[src/rtl/led_seq_pkg.sv]
// Shared encodings and constants for the LED step sequencer.
package led_seq_pkg;

  localparam logic [1:0] MODE_MANUAL = 2'b00;
  localparam logic [1:0] MODE_AUTO   = 2'b01;
  localparam logic [1:0] MODE_SEEK   = 2'b10;
  localparam logic [1:0] MODE_HOLD   = 2'b11;

  typedef enum logic [2:0] {
    ST_IDLE,
    ST_RUN,
    ST_SEEK,
    ST_SETTLE,
    ST_DONE
  } state_t;

  localparam logic [2:0] COLOUR_MIN     = 3'd1;
  localparam logic [2:0] COLOUR_MAX     = 3'd6;
  localparam int         SEEK_MAX_STEPS = 6;

  // The cycler only ever reports 1..6; anything else can never be reached.
  function automatic logic colour_legal(input logic [2:0] c);
    return (c >= COLOUR_MIN) && (c <= COLOUR_MAX);
  endfunction

endpackage

[src/rtl/led_step_sequencer_btn_debounce.sv]
// Push-button front end: 2-flop synchroniser, stability counter, and a
// one-cycle press pulse on each accepted 0->1 level change.
module btn_debounce
  import led_seq_pkg::*;
#(
  parameter int DEBOUNCE_CYCLES = 4
) (
  input  logic clk,
  input  logic rst,
  input  logic btn_raw,
  output logic press
);

  localparam int CW = (DEBOUNCE_CYCLES < 2) ? 1 : $clog2(DEBOUNCE_CYCLES + 1);

  logic          sync1;
  logic          sync2;
  logic          level;
  logic [CW-1:0] cnt;

  // Level flips only after DEBOUNCE_CYCLES consecutive differing samples;
  // any sample agreeing with the current level restarts the count.
  always_ff @(posedge clk) begin
    if (!rst) begin
      sync1 <= 1'b0;
      sync2 <= 1'b0;
      level <= 1'b0;
      cnt   <= '0;
      press <= 1'b0;
    end else begin
      sync1 <= btn_raw;
      sync2 <= sync1;
      press <= 1'b0;
      if (sync2 != level) begin
        if (cnt == CW'(DEBOUNCE_CYCLES - 1)) begin
          level <= sync2;
          cnt   <= '0;
          press <= sync2;
        end else begin
          cnt <= cnt + 1'b1;
        end
      end else begin
        cnt <= '0;
      end
    end
  end

endmodule

[src/rtl/led_step_sequencer.sv]
// Drives the colour cycler's button input from one of three step sources
// (debounced button, auto timer, seek engine), one pulse at a time.
module led_step_sequencer
  import led_seq_pkg::*;
#(
  parameter int DEBOUNCE_CYCLES = 4,
  parameter int AUTO_PERIOD     = 8,
  parameter int STEP_GAP        = 2
) (
  input  logic       clk,
  input  logic       rst,
  input  logic       btn_raw,
  input  logic [1:0] mode,
  input  logic [2:0] target,
  input  logic [2:0] colour_in,
  output logic       step,
  output logic       busy,
  output logic       done,
  output logic       err,
  output logic [7:0] step_count
);

  localparam int TW = $clog2(AUTO_PERIOD + 1);
  localparam int GW = (STEP_GAP < 2) ? 1 : $clog2(STEP_GAP + 1);

  state_t        state;
  logic [TW-1:0] tmr;
  logic          auto_run;   // auto timer is counting (cleared on every step/mode exit)
  logic [GW-1:0] gap;
  logic [2:0]    seek_n;     // steps issued in the current seek
  logic [2:0]    seek_tgt;   // target that last finished (DONE) or faulted
  logic          seek_park;  // faulted seek: stay idle until target or mode changes
  logic          press;

  btn_debounce #(
    .DEBOUNCE_CYCLES(DEBOUNCE_CYCLES)
  ) u_debounce (
    .clk     (clk),
    .rst     (rst),
    .btn_raw (btn_raw),
    .press   (press)
  );

  // Step FSM: SETTLE counts down untouched; every other cycle (and the
  // SETTLE exit cycle) dispatches on mode. Outputs are set with the state.
  always_ff @(posedge clk) begin
    if (!rst) begin
      state      <= ST_IDLE;
      tmr        <= '0;
      auto_run   <= 1'b0;
      gap        <= '0;
      seek_n     <= '0;
      seek_tgt   <= '0;
      seek_park  <= 1'b0;
      step       <= 1'b0;
      busy       <= 1'b0;
      done       <= 1'b0;
      err        <= 1'b0;
      step_count <= '0;
    end else begin
      step <= 1'b0;
      if (state == ST_SETTLE && gap != '0) begin
        gap <= gap - 1'b1;
      end else begin
        busy <= 1'b0;
        done <= 1'b0;
        case (mode)
          MODE_HOLD: begin
            state     <= ST_IDLE;
            auto_run  <= 1'b0;
            seek_n    <= '0;
            seek_park <= 1'b0;
          end
          MODE_MANUAL: begin
            state     <= ST_RUN;
            auto_run  <= 1'b0;
            seek_n    <= '0;
            seek_park <= 1'b0;
            if (press) begin
              step  <= 1'b1;
              state <= ST_SETTLE;
              busy  <= 1'b1;
              gap   <= GW'(STEP_GAP);
              if (step_count != 8'hFF) step_count <= step_count + 8'd1;
            end
          end
          MODE_AUTO: begin
            seek_n    <= '0;
            seek_park <= 1'b0;
            if (!auto_run) begin
              // Fresh entry or SETTLE exit: this cycle is count 1.
              state    <= ST_RUN;
              auto_run <= 1'b1;
              tmr      <= TW'(1);
            end else if (tmr == TW'(AUTO_PERIOD - 1)) begin
              step     <= 1'b1;
              state    <= ST_SETTLE;
              busy     <= 1'b1;
              gap      <= GW'(STEP_GAP);
              auto_run <= 1'b0;
              tmr      <= '0;
              if (step_count != 8'hFF) step_count <= step_count + 8'd1;
            end else begin
              state <= ST_RUN;
              tmr   <= tmr + 1'b1;
            end
          end
          default: begin  // MODE_SEEK
            auto_run <= 1'b0;
            if ((state == ST_DONE || (state == ST_IDLE && seek_park)) &&
                target == seek_tgt) begin
              done <= (state == ST_DONE);
            end else if (!colour_legal(target)) begin
              err       <= 1'b1;
              state     <= ST_IDLE;
              seek_park <= 1'b1;
              seek_tgt  <= target;
              seek_n    <= '0;
            end else if (state != ST_SEEK) begin
              // Entry (or SETTLE return): compare on the following cycle.
              state     <= ST_SEEK;
              busy      <= 1'b1;
              seek_park <= 1'b0;
            end else if (colour_in == target) begin
              state    <= ST_DONE;
              done     <= 1'b1;
              seek_tgt <= target;
              seek_n   <= '0;
            end else if (seek_n == 3'(SEEK_MAX_STEPS)) begin
              // A full lap without a match: the cycler is not following.
              err       <= 1'b1;
              state     <= ST_IDLE;
              seek_park <= 1'b1;
              seek_tgt  <= target;
              seek_n    <= '0;
            end else begin
              step   <= 1'b1;
              state  <= ST_SETTLE;
              busy   <= 1'b1;
              gap    <= GW'(STEP_GAP);
              seek_n <= seek_n + 3'd1;
              if (step_count != 8'hFF) step_count <= step_count + 8'd1;
            end
          end
        endcase
      end
    end
  end

endmodule

[config.mk]
export PLATFORM = sky130hd
export DESIGN_NAME = led_step_sequencer
export DESIGN_NICKNAME = d
export VERILOG_FILES = /design/src/rtl/led_seq_pkg.sv /design/src/rtl/led_step_sequencer_btn_debounce.sv /design/src/rtl/led_step_sequencer.sv
export SDC_FILE = /design/constraint.sdc
export NUM_CORES = 1
export LEC_CHECK = 0
export ABC_CLOCK_PERIOD_IN_PS = 2500
export CORE_UTILIZATION = 55
export CTS_CLUSTER_SIZE = 28
export DETAILED_ROUTE_END_ITERATION = 12
export PLACE_DENSITY = 0.85
export SLEW_MARGIN = 10
export SYNTH_ARGS = -nofsm -noshare
export SYNTH_HDL_FRONTEND = slang
export SYNTH_SLANG_ARGS = --single-unit
[constraint.sdc]
create_clock -name clk -period 2.5 [get_ports clk]
set_input_delay 0.5 -clock clk [delete_from_list [all_inputs] [get_ports clk]]
set_output_delay 0.5 -clock clk [all_outputs]
set_load 0.05 [all_outputs]
Yosys cells after proc, flatten, opt, wreduce, memory -nomap -nowiden:

Cells that the tools add are included.

* add/subtract/negate cells: 5
* $lt $le $gt $ge: 2
* equal/unequal tests: 36
* multiplexer cells: 70
* bitwise logic cells: 6
* reductions and logical operators: 23

Operators with widths (number)
* $mux 8: 9
* $mux 3: 14
* $mux 1: 27
* $mux 2: 13
* $pmux 8 s3: 1
* $ne 4x2->1 const B: 5
* $ne 3x1->1 const B: 5
* $ne 2x2->1 const B: 6
* $reduce_and 10->1: 1
* $ne 3x3->1 const B: 3
* $pmux 3 s3: 1
* $reduce_and 9->1: 1
* $add 8x1->8 const B: 1
* $mux 4: 2
* $ne 8x8->1 const B: 1
* $add 3x1->3 const B: 2
* $eq 3x2->1 const B: 2
* $eq 3x3->1: 2
* $eq 3x3->1 const B: 2
* $ne 3x2->1 const B: 2
* $not 1->1: 6
* $pmux 1 s3: 2
* $pmux 2 s3: 1
* $reduce_and 2->1: 3
* 24 further kinds: 30

* register bits after elaboration: 36
* bits of input ports: 11
* output and inout bits: 12
* logic and storage cells: 159

Longest topological paths before layout:

* depth after elaboration: 8
* depth in mapped cells: 8
* depth with buffers taken out: 7

Modules after synthesis:

A second synthesis with hierarchy kept.

* cells, all modules: 225
* area, all modules: 1968.1 µm²

By module, submodules not included
* led_step_sequencer: instances 1, cells each 206, area an instance 1720.4 µm², seq. area each 580.6 µm²
* btn_debounce: instances 1, cells each 19, area an instance 247.7 µm², seq. area each 140.1 µm²

Worst setup path before layout:

OpenSTA, ideal clock, no wires.

* kind: input port to flip-flop
* from: input port mode[1]
* to: register step_count[0]
* arrival: 1.967 ns
* data required time: 2.429 ns
* slack: 0.463 ns
* stages on the path: 8
* path buffers: 2
* path through: inv_1 ha_1 clkbuf_1 a221oi_1 o211ai_1 clkbuf_1 or3_1 a21oi_1

* word-level cells in the longest chain between the ends: 3
* elaborated cells between the ends (all ways): 14
* those cells by class: eq/ne: 9; mux: 1; bitwise: 1; reduce/logical: 3

Ends and longest elaborated chain
* from (decl): line led_step_sequencer.sv:13 `input logic [1:0] mode,`
* $eq 2x1->1 (tied with other cells): line led_step_sequencer.sv:67 `case (mode)`
* $ne 3x1->1 (no line) (tied with other cells)
* $reduce_and 10->1 (no line)
* to (signal assigned): line led_step_sequencer.sv:84 `if (step_count != 8'hFF) step_count <= step_count + 8'd1;`
* to (signal assigned): line led_step_sequencer.sv:102 `if (step_count != 8'hFF) step_count <= step_count + 8'd1;`
* to (signal assigned): line led_step_sequencer.sv:142 `if (step_count != 8'hFF) step_count <= step_count + 8'd1;`
* to (decl): line led_step_sequencer.sv:20 `output logic [7:0] step_count`

Parallel ways exist; a longest one is shown, timed or not.
A chain may end at the register's enable or synchronous reset.

Final worst setup path:

* from: input port target[2]
* to: register step_count[4]

* word-level cells in the longest chain between the ends: 4
* elaborated cells between the ends (all ways): 10
* those cells by class: order compare: 2; eq/ne: 4; reduce/logical: 4

Ends and longest elaborated chain
* from (decl): line led_step_sequencer.sv:14 `input logic [2:0] target,`
* $ge 3x1->1 (tied with other cells): line led_seq_pkg.sv:23 `return (c >= COLOUR_MIN) && (c <= COLOUR_MAX);`
* $logic_and 1x1->1 (on tied branches): line led_seq_pkg.sv:23, led_step_sequencer.sv:110
* $reduce_bool 3->1 (no line) / $ne 3x1->1 (equally long branches)
* $reduce_and 10->1 (no line) *

Mark *: on every way between the ends. The rest lies on a longest branch, timed or not.

==> flow_metrics.py <==
metrics = {
    "yosys": {
        "syn_nets": 238,
        "synth.most_common_cell": "dfxtp_1",
        "synth_seq_cells": 36,
        "synth_area_mm2": 0.00186,
        "synth_top_cell_by_area": "dfxtp_1",
        "synthFlopType": "dfxtp_1",
        "yosysSeqAreaShare": 0.387,
        "synth_area_leaders": "dfxtp_1, ha_1, nand3_1",
        "synthCells": 218,
        "synth_edf_count": 0,
        "yosys_warnings": 0,
        "synthDominantCellAreaShare": 0.387,
        "postSynthAreaPerCell_um2": 8.53,
        "synthTopCellsByCount": "dfxtp_1, nor2_1, nand3_1",
        "async_reset_ff_frac": 0,
        "synth_cell_type_count": 51,
    },
    "die": {
        "core_area_mm2": 0.00313,
        "die_y_um": 60.2,
        "initial_core_util": 0.595,
        "dieArea_mm2": 0.00362,
        "die_w_um": 60.2,
        "io_pins": 23,
        "rows": 20,
    },
    "critical_path": {
        "critPathRequiredTime_ns": 2.80,
        "cp.arrival_ns": 2.64,
        "startpoint_type": "input port",
        "end_kind": "flip-flop",
        "reg2reg_from": "tmr[0]",
        "critPathMaxFanout": 10,
        "critical_path_class": "in -> reg",
        "rr_endpoint": "step_count[4]",
        "r2r_cells": 6,
        "reg2reg_slack_ns": 0.37,
    },
    "layout": {
        "n_antenna_cell": 0,
        "synthToLayoutAreaGrowth_pct": 27.5,
        "fillers": 234,
        "fin_nets": 283,
        "drive_gt1_frac": 0.136,
    },
    "routing": {
        "drtIter0Drc": 95,
        "dr.pass1.iters": 4,
        "vias_per_cell": 5.81,
        "wl_per_cell_um": 14.0,
        "ant_nets": 0,
        "routed_wl_um": 4300,
        "drc": 0,
        "num_vias": 1790,
    },
    "timing": {
        "finalClockSkew_ns": 0.00737,
        "period_share": 0.939,
        "worst_pin_slew_ns": 0.561,
        "layout_setup_ws_ns": 0.152,
        "finalHoldViolations": 0,
        "setup_tns_ns": 0,
        "relSlewSlack": 0.624,
        "slew_violations": 0,
        "setup_violations": 0,
        "rsz0062_at_grt": "no",
        "fmax_mhz": 426,
        "period_needed_ns": 2.35,
    },
    "clocking": {
        "cts_sinks": 36,
        "clk_path_buf_depth": 2,
        "path_clk_slew_ns": 0.11,
        "h-tree-depth": 2,
        "clk_latency_ns": 0.35,
        "cts-root-buf": "clkbuf_4",
        "cts_tree": "yes",
        "cts_buffers": 5,
    },
    "power_and_ir_drop": {
        "p_sw_frac": 0.259,
        "p_leak_nw": 0.911,
        "intPower_uw": 874,
        "p_per_area_mw_per_mm2": 498,
        "switching_power_uw": 306,
        "power_frac_seq": 0.505,
        "power_frac_comb": 0.144,
        "clkPwrFrac": 0.351,
        "ir_worst_vdd_mv": 0.306,
        "p_total_mw": 1.18,
    },
    "min_path": {
        "min_to": "u_debounce.cnt[0]",
        "min_path_cells": 1,
        "hold_start": "u_debounce.cnt[0]",
        "holdCritPathClass": "reg -> reg",
    },
    "global_route": {
        "grt_pass1_wl_um": 7040,
        "grt_use_total": 0.262,
        "antenna_found_initial": 0,
        "grt_pass1_vias": 1599,
        "grt_max_degree": 22,
        "gr-total-overflow": 0,
    },
    "flow_run": {
        "max-cap-violations": 0,
    },
    "placed_design": {
        "place_ws_ns": -0.248,
        "hpwlAfterDp_um": 3130,
        "io_buffers": 22,
        "routabilityCongestion": 0.887,
    },
    "status": {
        "status": "complete, no violations",
    },
}
kinds of logic (layout without fill, tap and decap cells):
logic type | Yosys count | after routing | share of synthesized area
AOI/OAI and AO/OA | 47 | 47 | 0.171
xor gates and xnor gates | 7 | 7 | 0.0330
adders and majority gates | 9 | 9 | 0.0605
DFF | 36 | 36 | 0.387
and+or+nand+nor | 94 | 94 | 0.275
muxes | 6 | 6 | 0.0323
buffers and inverters | 19 | 65 | 0.0403
through the flow:
stage          instance area (um2)  hold WS (ns)   util  std cells
6_report                      2370         0.433  0.758        308
5_1_grt                       2370         0.466  0.758        308
4_1_cts                       2370         0.434  0.756        308
3_5_place_dp                  2290         0.420  0.732        300
3_3_place_gp                  2290         0.412  0.732        300
2_1_floorplan                 1860         0.399      -        218
critical path: stages:
cell and delay [ns]:
clkdlybuf4s50_1 0.55, xor2_1 0.23, nor3_1 0.10, o41a_1 0.57, or4_1 0.55, a21oi_1 0.15
flip-flops by register name, indices dropped and copies added (netlist names), 2 cells and up:
signal	flops
seek_n	3
tmr	4
gap	2
step_count	8
state	3
u_debounce.cnt	3
seek_tgt	3
power by group through the flow:
stage               sequential, mW  clock (mW)  combinational (mW)
floorplan                    0.619           0              0.0783
global placement             0.608           0               0.161
detailed placement           0.608           0               0.165
CTS                          0.596       0.413               0.167
global route                 0.598       0.441               0.184
finish                       0.596       0.415               0.170
layout by cell type, fill, tap and decap left out, drive strengths merged, types with 4 or more instances in the layout:
| cell | n |
|---|---|
| nor2 | 19 |
| a21oi | 12 |
| o21ai | 8 |
| nor4 | 7 |
| buf | 26 |
| ha | 9 |
| clkbuf | 6 |
| inv | 9 |
| nand2 | 16 |
| nand3 | 18 |
| clkdlybuf4s50 | 22 |
| o31ai | 5 |
| and2 | 5 |
| dfxtp | 36 |
| mux2i | 6 |
| xor2 | 6 |
| or3 | 4 |
| nor3 | 4 |
layer usage:
| layer | global-route usage | vias up | wire (um) |
|---|---|---|---|
| li1 | - | 890 | - |
| met2 | 0.436 | 50 | 2070 |
| met5 | 0 | - | 0 |
| met1 | 0.337 | 844 | 1980 |
| met3 | 0.0671 | 6 | 206 |
| met4 | 0.0598 | 0 | 44 |
timing repair:
action / 4_1_cts / 5_1_grt
resized for setup: 0 / 1
buffers inserted: 0 / 0
endpoints found under the setup margin: 0 / 5
hold buffers: 0 / 0
area by class of cell:
type / count / area [um2] / share of cell area
multi-input combinational: 163 / 1070 / 0.451
clock buffer: 6 / 41.3 / 0.0174
sequential: 36 / 721 / 0.304
timing repair buffer: 48 / 415 / 0.175
clock inverter: 2 / 35.0 / 0.0148
tap: 44 / 55.1 / 0.0232
inverter: 9 / 33.8 / 0.0142
how the worst max path moves through the flow:
stage | from | end | slack [ns] | cells past startpoint
detailed placement | mode[0] | step_count[4] | -0.25 | 7
global placement | target[1] | step_count[7] | -0.16 | 7
floorplan | mode[1] | step_count[0] | 0.46 | 8
global route | mode[0] | step_count[5] | 0.04 | 8
CTS | mode[0] | step_count[5] | 0.1 | 8
finish | target[2] | step_count[4] | 0.15 | 6
(Power assumes the default switching activity.)
